`src/rtl/pmu_spi_pkg.sv`:
```
// Shared types and default sizing for the PMU SPI arbiter and its driver.
package pmu_spi_pkg;

  typedef enum logic [1:0] {
    ST_IDLE  = 2'd0,
    ST_ISSUE = 2'd1,
    ST_WAIT  = 2'd2,
    ST_DONE  = 2'd3
  } state_e;

  localparam int          NUM_REQ_DEF        = 4;
  localparam int          DATA_WITH_DEF      = 29;
  localparam int          READ_DATA_WITH_DEF = 29;
  localparam logic [15:0] TIMEOUT_DEF        = 16'd4096;
  localparam int          IDX_W              = $clog2(NUM_REQ_DEF);

  function automatic int idx_width(input int n);
    return (n < 2) ? 1 : $clog2(n);
  endfunction

endpackage

```
`src/rtl/pmu_spi_arbiter_if.sv`:
```
// Requester-side and driver-side signals of the PMU SPI arbiter.
interface pmu_spi_arbiter_if #(
  parameter int NUM_REQ        = pmu_spi_pkg::NUM_REQ_DEF,
  parameter int DATA_WITH      = pmu_spi_pkg::DATA_WITH_DEF,
  parameter int READ_DATA_WITH = pmu_spi_pkg::READ_DATA_WITH_DEF
) ();
  import pmu_spi_pkg::*;

  logic [NUM_REQ-1:0]           req;
  logic [NUM_REQ-1:0]           req_rd;
  logic [NUM_REQ*DATA_WITH-1:0] req_data;
  logic [NUM_REQ-1:0]           gnt;
  logic [NUM_REQ-1:0]           done;
  logic [READ_DATA_WITH-1:0]    resp_data;
  logic [READ_DATA_WITH-1:0]    resp_data_b;
  logic                         resp_err;
  logic                         busy;
  logic                         spi_wr_req;
  logic                         spi_rd_req;
  logic [DATA_WITH-1:0]         spi_data;
  logic                         spi_ready;
  logic                         spi_wr_done;
  logic [READ_DATA_WITH-1:0]    spi_rd_data;
  logic [READ_DATA_WITH-1:0]    spi_rd_data_b;
  logic                         spi_rd_data_vld;

  modport slave (
    input  req, req_rd, req_data, spi_ready, spi_wr_done,
           spi_rd_data, spi_rd_data_b, spi_rd_data_vld,
    output gnt, done, resp_data, resp_data_b, resp_err, busy,
           spi_wr_req, spi_rd_req, spi_data
  );

  modport master (
    output req, req_rd, req_data, spi_ready, spi_wr_done,
           spi_rd_data, spi_rd_data_b, spi_rd_data_vld,
    input  gnt, done, resp_data, resp_data_b, resp_err, busy,
           spi_wr_req, spi_rd_req, spi_data
  );

endinterface

```
`src/rtl/pmu_spi_arbiter_rr_pick.sv`:
```
// Combinational round-robin picker: first set request above ptr, wrapping.
module pmu_rr_pick
  import pmu_spi_pkg::*;
#(
  parameter int NUM_REQ = NUM_REQ_DEF,
  localparam int IW = idx_width(NUM_REQ)
) (
  input  logic [NUM_REQ-1:0] req_i,
  input  logic [IW-1:0]      ptr_i,
  output logic               any_o,
  output logic [IW-1:0]      idx_o
);

  int            cand_s;
  logic [IW-1:0] cidx_s;

  // Walk offsets from farthest to nearest so the nearest set bit is the last write.
  always_comb begin
    any_o  = |req_i;
    idx_o  = '0;
    cand_s = 0;
    cidx_s = '0;
    for (int off = NUM_REQ; off >= 1; off--) begin
      cand_s = (int'(ptr_i) + off) % NUM_REQ;
      cidx_s = IW'(cand_s);
      idx_o  = req_i[cidx_s] ? cidx_s : idx_o;
    end
  end

endmodule

```
`src/rtl/pmu_spi_arbiter.sv`:
```
// Round-robin arbiter sharing one CPHA=0 SPI master driver between PMU requesters.
module pmu_spi_arbiter
  import pmu_spi_pkg::*;
#(
  parameter int          NUM_REQ        = NUM_REQ_DEF,
  parameter int          DATA_WITH      = DATA_WITH_DEF,
  parameter int          READ_DATA_WITH = READ_DATA_WITH_DEF,
  parameter logic [15:0] TIMEOUT        = TIMEOUT_DEF
) (
  input logic              clk,
  input logic              rst,
  pmu_spi_arbiter_if.slave bus
);

  localparam int IW = idx_width(NUM_REQ);
  localparam logic [NUM_REQ-1:0] ONE_HOT0 = {{(NUM_REQ-1){1'b0}}, 1'b1};

  state_e                    state_q;
  logic [IW-1:0]             ptr_q;
  logic [IW-1:0]             idx_q;
  logic                      rd_q;
  logic [15:0]               cnt_q;
  logic [15:0]               cnt_d;
  logic [NUM_REQ-1:0]        gnt_q;
  logic [NUM_REQ-1:0]        done_q;
  logic [READ_DATA_WITH-1:0] resp_data_q;
  logic [READ_DATA_WITH-1:0] resp_data_b_q;
  logic                      resp_err_q;
  logic                      busy_q;
  logic                      spi_wr_req_q;
  logic                      spi_rd_req_q;
  logic [DATA_WITH-1:0]      spi_data_q;
  logic                      pick_any_d;
  logic [IW-1:0]             pick_idx_d;
  logic                      cmpl_s;

  pmu_rr_pick #(.NUM_REQ(NUM_REQ)) u_pick (
    .req_i (bus.req),
    .ptr_i (ptr_q),
    .any_o (pick_any_d),
    .idx_o (pick_idx_d)
  );

  assign cnt_d  = cnt_q + 16'd1;
  // Only the completion matching the issued frame type ends the wait.
  assign cmpl_s = rd_q ? bus.spi_rd_data_vld : bus.spi_wr_done;

  assign bus.gnt         = gnt_q;
  assign bus.done        = done_q;
  assign bus.resp_data   = resp_data_q;
  assign bus.resp_data_b = resp_data_b_q;
  assign bus.resp_err    = resp_err_q;
  assign bus.busy        = busy_q;
  assign bus.spi_wr_req  = spi_wr_req_q;
  assign bus.spi_rd_req  = spi_rd_req_q;
  assign bus.spi_data    = spi_data_q;

  // Arbitration FSM with all outputs held in registers.
  always_ff @(posedge clk or posedge rst) begin
    if (rst) begin
      state_q       <= ST_IDLE;
      ptr_q         <= IW'(NUM_REQ - 1);
      idx_q         <= '0;
      rd_q          <= 1'b0;
      cnt_q         <= 16'd0;
      gnt_q         <= '0;
      done_q        <= '0;
      resp_data_q   <= '0;
      resp_data_b_q <= '0;
      resp_err_q    <= 1'b0;
      busy_q        <= 1'b0;
      spi_wr_req_q  <= 1'b0;
      spi_rd_req_q  <= 1'b0;
      spi_data_q    <= '0;
    end else begin
      case (state_q)
        ST_IDLE: begin
          if (pick_any_d) begin
            idx_q      <= pick_idx_d;
            rd_q       <= bus.req_rd[pick_idx_d];
            spi_data_q <= bus.req_data[int'(pick_idx_d)*DATA_WITH +: DATA_WITH];
            gnt_q      <= ONE_HOT0 << pick_idx_d;
            busy_q     <= 1'b1;
            state_q    <= ST_ISSUE;
          end
        end
        ST_ISSUE: begin
          gnt_q <= '0;
          // A stalled driver holds us here without any timeout.
          if (bus.spi_ready) begin
            spi_rd_req_q <= rd_q;
            spi_wr_req_q <= ~rd_q;
            cnt_q        <= 16'd0;
            state_q      <= ST_WAIT;
          end
        end
        ST_WAIT: begin
          spi_wr_req_q <= 1'b0;
          spi_rd_req_q <= 1'b0;
          cnt_q        <= cnt_d;
          if (cmpl_s) begin
            if (rd_q) begin
              resp_data_q   <= bus.spi_rd_data;
              resp_data_b_q <= bus.spi_rd_data_b;
            end
            resp_err_q <= 1'b0;
            done_q     <= ONE_HOT0 << idx_q;
            state_q    <= ST_DONE;
          end else if (cnt_q == TIMEOUT - 16'd1) begin
            resp_data_q   <= '0;
            resp_data_b_q <= '0;
            resp_err_q    <= 1'b1;
            done_q        <= ONE_HOT0 << idx_q;
            state_q       <= ST_DONE;
          end
        end
        ST_DONE: begin
          done_q     <= '0;
          resp_err_q <= 1'b0;
          ptr_q      <= idx_q;
          busy_q     <= 1'b0;
          state_q    <= ST_IDLE;
        end
        default: begin
          gnt_q        <= '0;
          done_q       <= '0;
          busy_q       <= 1'b0;
          spi_wr_req_q <= 1'b0;
          spi_rd_req_q <= 1'b0;
          state_q      <= ST_IDLE;
        end
      endcase
    end
  end

endmodule
```
`src/flat_wrapper.sv`:
```
// flat-port wrapper written by rule: the top's interface ports become plain ports
module pmu_spi_arbiter_flat import pmu_spi_pkg::*;
#(
  parameter int          NUM_REQ        = NUM_REQ_DEF,
  parameter int          DATA_WITH      = DATA_WITH_DEF,
  parameter int          READ_DATA_WITH = READ_DATA_WITH_DEF,
  parameter logic [15:0] TIMEOUT        = TIMEOUT_DEF
)
  (clk, rst, bus_req, bus_req_rd, bus_req_data, bus_spi_ready, bus_spi_wr_done, bus_spi_rd_data, bus_spi_rd_data_b, bus_spi_rd_data_vld, bus_gnt, bus_done, bus_resp_data, bus_resp_data_b, bus_resp_err, bus_busy, bus_spi_wr_req, bus_spi_rd_req, bus_spi_data);
  pmu_spi_arbiter_if #(.NUM_REQ(NUM_REQ), .DATA_WITH(DATA_WITH), .READ_DATA_WITH(READ_DATA_WITH)) bus_i ();
  input logic clk;
  input logic rst;
  input wire logic [$bits(bus_i.req)-1:0] bus_req;
  input wire logic [$bits(bus_i.req_rd)-1:0] bus_req_rd;
  input wire logic [$bits(bus_i.req_data)-1:0] bus_req_data;
  input wire logic [$bits(bus_i.spi_ready)-1:0] bus_spi_ready;
  input wire logic [$bits(bus_i.spi_wr_done)-1:0] bus_spi_wr_done;
  input wire logic [$bits(bus_i.spi_rd_data)-1:0] bus_spi_rd_data;
  input wire logic [$bits(bus_i.spi_rd_data_b)-1:0] bus_spi_rd_data_b;
  input wire logic [$bits(bus_i.spi_rd_data_vld)-1:0] bus_spi_rd_data_vld;
  output wire logic [$bits(bus_i.gnt)-1:0] bus_gnt;
  output wire logic [$bits(bus_i.done)-1:0] bus_done;
  output wire logic [$bits(bus_i.resp_data)-1:0] bus_resp_data;
  output wire logic [$bits(bus_i.resp_data_b)-1:0] bus_resp_data_b;
  output wire logic [$bits(bus_i.resp_err)-1:0] bus_resp_err;
  output wire logic [$bits(bus_i.busy)-1:0] bus_busy;
  output wire logic [$bits(bus_i.spi_wr_req)-1:0] bus_spi_wr_req;
  output wire logic [$bits(bus_i.spi_rd_req)-1:0] bus_spi_rd_req;
  output wire logic [$bits(bus_i.spi_data)-1:0] bus_spi_data;
  assign bus_i.req = bus_req;
  assign bus_i.req_rd = bus_req_rd;
  assign bus_i.req_data = bus_req_data;
  assign bus_i.spi_ready = bus_spi_ready;
  assign bus_i.spi_wr_done = bus_spi_wr_done;
  assign bus_i.spi_rd_data = bus_spi_rd_data;
  assign bus_i.spi_rd_data_b = bus_spi_rd_data_b;
  assign bus_i.spi_rd_data_vld = bus_spi_rd_data_vld;
  assign bus_gnt = bus_i.gnt;
  assign bus_done = bus_i.done;
  assign bus_resp_data = bus_i.resp_data;
  assign bus_resp_data_b = bus_i.resp_data_b;
  assign bus_resp_err = bus_i.resp_err;
  assign bus_busy = bus_i.busy;
  assign bus_spi_wr_req = bus_i.spi_wr_req;
  assign bus_spi_rd_req = bus_i.spi_rd_req;
  assign bus_spi_data = bus_i.spi_data;
  pmu_spi_arbiter #(.NUM_REQ(NUM_REQ), .DATA_WITH(DATA_WITH), .READ_DATA_WITH(READ_DATA_WITH), .TIMEOUT(TIMEOUT)) u_core (.clk(clk), .rst(rst), .bus(bus_i));
endmodule
```
`config.mk`:
```
export PLATFORM = sky130hd
export DESIGN_NAME = pmu_spi_arbiter_flat
export DESIGN_NICKNAME = d
export VERILOG_FILES = /design/src/rtl/pmu_spi_pkg.sv /design/src/rtl/pmu_spi_arbiter_if.sv /design/src/rtl/pmu_spi_arbiter_rr_pick.sv /design/src/rtl/pmu_spi_arbiter.sv /design/src/flat_wrapper.sv
export SDC_FILE = /design/constraint.sdc
export NUM_CORES = 1
export LEC_CHECK = 0
export CORE_MARGIN = 2
export CORE_UTILIZATION = 45
export DETAILED_ROUTE_END_ITERATION = 10
export GPL_TIMING_DRIVEN = 0
export PLACE_DENSITY_LB_ADDON = 0.2
export SETUP_SLACK_MARGIN = 0.3
export SKIP_CTS_REPAIR_TIMING = 1
export SLEW_MARGIN = 20
export SYNTH_ARGS = -nofsm -noshare
export SYNTH_HDL_FRONTEND = slang
export SYNTH_SLANG_ARGS = --single-unit
```
`constraint.sdc`:
```
create_clock -name clk -period 9.59 [get_ports clk]
set_clock_uncertainty 0.1 [all_clocks]
set_input_delay 0.959 -clock clk [delete_from_list [all_inputs] [get_ports clk]]
set_output_delay 0.959 -clock clk [all_outputs]
set_load 0.01 [all_outputs]
```
==> results of run 1 <==
-- placed cells by master (no fill, tap or decap), types with 17 or more instances in the layout --
cell / Yosys / routed
inv_1: 98 / 97
dfrtp_1: 120 / 120
nand4_1: 61 / 61
o21ai_0: 55 / 55
nand2_1: 23 / 23
clkbuf_16: 0 / 17
clkdlybuf4s50_1: 0 / 284
mux2i_1: 32 / 32
clkbuf_1: 35 / 35
a211oi_2: 32 / 32
a211oi_1: 55 / 55
nor2_1: 45 / 45
o21ai_1: 22 / 22
-- through the flow --
step	util	hold slack, ns
detailed placement	0.6708	0.3748
CTS	0.7109	0.4111
global placement	0.6685	0.3699
global route	0.7109	0.4319
floorplan	-	0.3702
finish	0.7109	0.4028
-- power by group --
part	internal (W)	total (W)	leakage (nW)	switching, W
combinational	0.000710	0.00147	2.58	0.000758
clock	0.000382	0.000629	0.279	0.000247
sequential	0.000753	0.000899	1.47	0.000146
total	0.00184	0.00300	4.33	0.00115
-- per-layer routing --
layer / vias up / track usage
met5: - / 0
met4: 0 / 0.1342
met3: 54 / 0.07216
met2: 187 / 0.4362
met1: 3036 / 0.3666
li1: 3044 / -
-- sequential cells by signal (all words and copies together), names as in the netlist, 2 cells and up --
name,count
u_core.state_q,2
u_core.bus.spi_data,29
u_core.cnt_q,16
u_core.bus.done,4
u_core.bus.resp_data_b,29
u_core.idx_q,2
u_core.ptr_q,2
u_core.bus.resp_data,29
u_core.bus.gnt,4
-- worst max-delay path by stage --
stage | to | startpoint | depth (start not counted) | slack, ns
6_report | u_core.bus.spi_data[2]$_DFFE_PP0P_ | bus_req[3] | 8 | 6.71
5_1_grt | u_core.bus.spi_data[0]$_DFFE_PP0P_ | bus_req[3] | 7 | 6.51
4_1_cts | u_core.bus.spi_data[3]$_DFFE_PP0P_ | bus_req[3] | 7 | 6.76
3_5_place_dp | u_core.bus.spi_data[2]$_DFFE_PP0P_ | bus_req[3] | 8 | 6.33
3_3_place_gp | u_core.bus.spi_data[15]$_DFFE_PP0P_ | rst | 2 | 3.42
2_1_floorplan | u_core.bus.busy$_DFFE_PP0P_ | rst | 1 | 5.29
-- cell type report --
class / instances / share of cell area
clock buffer: 17 / 0.04165
timing repair buffer: 285 / 0.2810
multi-input combinational: 406 / 0.2767
sequential: 122 / 0.2991
buffer: 57 / 0.02768
inverter: 98 / 0.03650
clock inverter: 15 / 0.01482
tap: 184 / 0.02254
-- logic make-up after synthesis --
| family | count (synthesis) | synth area share |
|---|---|---|
| adder cells (fa/ha/maj) | 5 | 0.009577 |
| flip-flops | 122 | 0.4677 |
| multiplexers | 37 | 0.05765 |
| AO/OA/AOI/OAI | 195 | 0.2233 |
| buffers and inverters | 155 | 0.09960 |
| AND/OR/NAND/NOR | 161 | 0.1314 |
| XOR/XNOR | 8 | 0.01073 |
-- worst min-delay path: stages (launching register included) --
cell     delay (ns)
dfrtp_1        0.36
nand2_1        0.06
o31ai_1        0.05
==> summary.md, run 1 <==
| Metric | Value |
|---|---|
| Status | `finished, final reports clean` |
| CTS tree | `done` |
| Ys Warns | `0` |
| Final Wtd Congestion | `around 0.84` |
| Total Routed Length | `between 20 and 25 mm` |
| CTS Buffer Depth | `2` |
| CTS buffer count | `17` |
| Mapped Area | `between 6000 and 7000 µm²` |
| Initial Util | `0.4546` |
| DRC | `0` |
| R2R cell count | `8` |
| Syn_nets | `875` |
| Hold Path End | `u_core.bus.gnt[0]$_DFFE_PP0P_` |
| Area after DPL | `9638 µm²` |
| Largest net degree at the start of global routing | `73` |
| Vias per cell | `~5.3` |
| CP Data Arrival Time | `3.05 ns` |
| First-pass GRT wire length | `approximately 34 mm` |
| Vias in the first global route | `roughly 6300` |
| Drt pass-1 iters | `4` |
| Port bufs | `roughly 280` |
| Layout area overhead | `56.37%` |
| Core Footprint | `14370 µm²` |
| Worst r2r src | `u_core.state_q[0]$_DFFE_PP0P_` |
| Post-route setup TNS | `0 ns` |
| Placed cell count | `approximately 1200` |
| Setup WS pre-CTS | `around 6.3 ns` |
| Final net count | `1179` |
| Die Y | `124.5 µm` |
| Die Wd | `124.5 µm` |
| Finished Layout Cells | `between 1000 and 1500` |
| Delay of the slowest critical-path stage | `about 0.58 ns` |
| R2r setup slk | `approximately 7.0 ns` |
| All-Layer GR Usage | `0.2805` |
| Max-cap violations | `0` |
| Worst r2r dst | `u_core.cnt_q[15]$_DFFE_PP0P_` |
| VDD IR max | `between 0.15 and 0.2 mV` |
| WL met2 | `around 10 mm` |
| Reg area | `slightly above 3000 µm²` |
| Antenna violations before repair | `0` |
| Most instantiated cells after synthesis | `dfrtp_1, inv_1, nand4_1, a211oi_1, o21ai_0` |
| Worst Setup Start Kind | `primary input` |
| Final setup violating endpoints | `0` |
| Tcrit/Tclk final | `0.3008` |
| Post-synthesis area per instance | `9.564 µm²` |
| Critical-path top delay cell | `clkdlybuf4s50_1` |
| DR iter-0 viols | `~360` |
| Max Slew Vio Count | `0` |
| I/O Pins | `between 200 and 300` |
| Max_slew headroom | `0.5048` |
| Core Rows | `44` |
| Clock slew seen by the registers of the worst setup and hold paths | `approximately 0.060 ns` |
| Wire length per cell | `between 15 and 20 µm` |
| Leakage | `around 4.3 nW` |
| Synthesis-stage register bit count | `~120` |
| Slew @ Worst Pin | `between 0.7 and 0.8 ns` |
| Multi-input logic area | `~2800 µm²` |
| Worst hold stages | `2` |
| Worst hold path type | `flip-flop to flip-flop` |
| # diodes | `0` |
| H-tree Lvls | `4` |
| Post-synth EDFFs | `0` |
| Largest delay contributor family on the critical path | `buffers and inverters` |
| WS Path Type | `primary input to flip-flop` |
| Grt total ovfl | `0` |
| Total Power | `about 0.0030 W` |
| Synth cell types | `51` |
| Top-count cell post-synth | `dfrtp_1` |
| Synth area leaders | `dfrtp_1, a211oi_1, a211oi_2` |
| DR vias | `6321` |
| Max layer used | `met4` |
| Share of cells above drive strength 1 | `0.1010` |
| Post-route ant nets | `0` |
| DP HPWL | `15.90 mm` |
| Buf/Inv on CP | `3` |
| Routed met1 length | `a little over 9 mm` |
| Seq/Total Area, Yosys | `0.4677` |
| Synth async-reset ratio | `1.000` |
| Root buffer cell | `clkbuf_16` |
| Post-synth top area cell | `dfrtp_1` |
| Clock latency on the worst-skew pair | `0.42 ns` |
| Final count of hold timing violations | `0` |
| Synth top area share | `0.4597` |
| Pwr/cell area | `293.3 nW/µm²` |
| Hold Startpoint | `u_core.bus.gnt[0]$_DFFE_PP0P_` |
| Filler instances | `around 1100` |
| Cell area after layout | `approximately 10000 µm²` |
| Main flop type after synthesis | `dfrtp_1` |
| Tmin final | `approximately 2.9 ns` |
| FMAX | `346.7 MHz` |
| Fin worst setup slack | `around 6.7 ns` |
| CP max FO | `10` |
| Crit end category | `flip-flop` |
| Clk sink count | `between 100 and 150` |
| Post-synthesis instance total | `between 600 and 700` |
| Die area | `about 15000 µm²` |
| Worst path cell trace | `clkdlybuf4s50_1, or3b_1, o21ai_2, buf_2, buf_2, a211oi_1, a211oi_2, a211oi_2` |
| Critical path data required time | `9.76 ns` |
| WL met3 | `1.177 mm` |
| RSZ-0062 raised after global routing | `false` |
Note: power is estimated with default switching activity, not from simulation.
==> inputs of run 2 (changes only) <==
--- a/config.mk
+++ b/config.mk
@@ -6,7 +6,7 @@
 export NUM_CORES = 1
 export LEC_CHECK = 0
 export CORE_MARGIN = 2
-export CORE_UTILIZATION = 45
+export CORE_UTILIZATION = 43
 export DETAILED_ROUTE_END_ITERATION = 10
 export GPL_TIMING_DRIVEN = 0
 export PLACE_DENSITY_LB_ADDON = 0.2
==> constraint.sdc (replaced) <==
create_clock -name clk -period 2.8 [get_ports clk]
set_clock_uncertainty 0.1 [all_clocks]
set_input_delay 0.28 -clock clk [delete_from_list [all_inputs] [get_ports clk]]
set_output_delay 0.28 -clock clk [all_outputs]
set_load 0.01 [all_outputs]
==> run 2 against run 1 <==
Against the previous run:
- final area grew 1.3%
- die area rose by 4.5%
- routed wire length hardly changed
- non-clock buffer count increased by 3
- global-route usage down 1.2 points
- critical path type is now flip-flop to flip-flop
==> summary.md, run 2 (synthesized netlist as in run 1, its figures left out) <==
| Metric | Value |
|---|---|
| CP max FO | `10 (unchanged)` |
| DR iter-0 viols | `362 (was 363)` |
| DP HPWL | `16.05 mm (was 15.90 mm)` |
| Share of cells above drive strength 1 | `0.1037 (was 0.1010)` |
| Grt total ovfl | `0 (unchanged)` |
| Root buffer cell | `clkbuf_16 (unchanged)` |
| All-Layer GR Usage | `0.2681 (was 0.2805)` |
| FMAX | `roughly 440 MHz` |
| Crit end category | `flip-flop (unchanged)` |
| Core Footprint | `15030 µm² (was 14370 µm²)` |
| Port bufs | `284 (unchanged)` |
| H-tree Lvls | `4 (unchanged)` |
| Antenna violations before repair | `0 (unchanged)` |
| Wire length per cell | `17.99 µm (was 18.09 µm)` |
| Core Rows | `45 (was 44)` |
| VDD IR max | `0.5227 mV (was 0.1639 mV)` |
| Worst Setup Start Kind | `flip-flop (was primary input)` |
| Area after DPL | `9702 µm² (was 9638 µm²)` |
| Die Y | `127.3 µm (was 124.5 µm)` |
| # diodes | `0 (unchanged)` |
| Clock group share of total power | `0.225 (was 0.210)` |
| Max_slew headroom | `0.5090 (was 0.5048)` |
| Switch share | `0.3699 (was 0.3843)` |
| Layout area overhead | `58.38% (was 56.37%)` |
| Final net count | `1182 (was 1179)` |
| CTS buffer count | `17 (unchanged)` |
| Clk sink count | `122 (unchanged)` |
| Total Routed Length | `21.43 mm (was 21.41 mm)` |
| RSZ-0062 raised after global routing | `false (unchanged)` |
| Worst hold path type | `primary input to async pin (was flip-flop to flip-flop)` |
| Final Wtd Congestion | `0.8527 (was 0.8360)` |
| Drt pass-1 iters | `5 (was 4)` |
| Combinational cell fraction of total power | `0.482 (was 0.490)` |
| Net Switching | `0.003875 W (was 0.001151 W)` |
| Fin worst setup slack | `0.5235 ns (was 6.705 ns)` |
| Tmin final | `roughly 2.3 ns` |
| Clock latency on the worst-skew pair | `0.42 ns (about the same)` |
| I/O Pins | `286 (unchanged)` |
| Die Wd | `127.3 µm (was 124.5 µm)` |
| Die area | `16190 µm² (was 15500 µm²)` |
| CTS tree | `done (unchanged)` |
| Max-cap violations | `0 (unchanged)` |
| WS Path Type | `flip-flop to flip-flop (was primary input to flip-flop)` |
| P_int | `0.006602 W (was 0.001845 W)` |
| Largest net degree at the start of global routing | `34 (was 73)` |
| Leakage | `4.412 nW (was 4.332 nW)` |
| DRC | `0 (unchanged)` |
| Clock slew seen by the registers of the worst setup and hold paths | `0.06 ns (about the same)` |
| DR vias | `6219 (was 6321)` |
| Critical path data required time | `2.97 ns (was 9.76 ns)` |
| Initial Util | `0.4345 (was 0.4546)` |
| Commonest non-fill, non-tap cell in the layout | `clkdlybuf4s50_1 (unchanged)` |
| Post-route ant nets | `0 (unchanged)` |
| Slew @ Worst Pin | `0.7160 ns (was 0.7401 ns)` |
| CTS Buffer Depth | `2 (unchanged)` |
| Setup WS pre-CTS | `0.1765 ns (was 6.332 ns)` |
| Total Power | `0.01048 W (was 0.002996 W)` |
| Cell area after layout | `10350 µm² (was 10210 µm²)` |
| Tcrit/Tclk final | `0.8130` |
| Pwr/cell area | `1013 nW/µm² (was 293.3 nW/µm²)` |
| Sequential share of power | `0.293 (was 0.300)` |
| Vias per cell | `5.222 (was 5.339)` |
| Most frequent cells in the layout | `clkdlybuf4s50_1, dfrtp_1, inv_1, nand4_1 (unchanged)` |
| First-pass GRT wire length | `33.44 mm (was 34.24 mm)` |
| CP Data Arrival Time | `2.45 ns (was 3.05 ns)` |
| Status | `finished, final reports clean (unchanged)` |
| Vias in the first global route | `6241 (was 6343)` |
| Final setup violating endpoints | `0 (unchanged)` |
| Final count of hold timing violations | `0 (unchanged)` |
| Max Slew Vio Count | `0 (unchanged)` |
run 2: per-stage QoR:
stage	setup TNS, ns	hold WS, ns	instances	util
2_1_floorplan	0	0.3401	683	-
3_3_place_gp	-35.79	0.3637	1155	0.6395
3_5_place_dp	0	0.3650	1159	0.6454
4_1_cts	0	0.1306	1191	0.6874
5_1_grt	0	0.1568	1191	0.6882
6_report	0	0.1302	1191	0.6882
run 2: critical path, stage by stage, from the launching register on:
cell and delay (ns):
dfstp_2 0.58, nand2_1 0.07, a31o_1 0.22, or3b_1 0.34
clkbuf_1 0.19, buf_2 0.23, a211oi_1 0.31, a211oi_1 0.09
run 2: layout make-up:
type / count / area [µm²]
buffer: 57 / 286.5
clock buffer: 24 / 491.7
clock inverter: 8 / 140.1
fill: 1179 / 4687
inverter: 98 / 371.6
multi-input combinational: 406 / 2835
sequential: 122 / 3055
tap: 188 / 235.2
timing repair buffer: 288 / 2930
run 2: layer usage:
layer | share of wire | GRT usage | up-vias
li1 | - | - | 3039
met1 | 0.43 | 0.3465 | 2936
met2 | 0.47 | 0.4238 | 194
met3 | 0.057 | 0.07831 | 50
met4 | 0.036 | 0.1125 | 0
met5 | 0 | 0 | -
run 2: final timing paths:
kind                                                from                                    to  slack (ns)  depth (start not counted)
min reg2reg                u_core.bus.gnt[0]$_DFFE_PP0P_         u_core.bus.gnt[0]$_DFFE_PP0P_        0.37                          2
max in group asynchronous                            rst           u_core.ptr_q[0]$_DFFE_PP1P_        1.51                          5
min in group clk                      bus_spi_rd_data[0]   u_core.bus.resp_data[0]$_DFFE_PP0P_        0.34                          3
min                                                  rst  u_core.bus.resp_data[12]$_DFFE_PP0P_        0.13                          2
max                          u_core.ptr_q[1]$_DFFE_PP1P_   u_core.bus.spi_data[16]$_DFFE_PP0P_        0.52                          7
max reg2reg                  u_core.ptr_q[1]$_DFFE_PP1P_   u_core.bus.spi_data[16]$_DFFE_PP0P_        0.52                          7
run 2: power by group through the flow:
stage	clock, W	sequential [W]	combinational, W
2_1_floorplan	0	0.00335	0.00225
3_3_place_gp	0	0.00305	0.00495
3_5_place_dp	0	0.00307	0.00503
4_1_cts	0.00238	0.00307	0.00507
5_1_grt	0.00248	0.00316	0.00547
6_report	0.00236	0.00307	0.00505
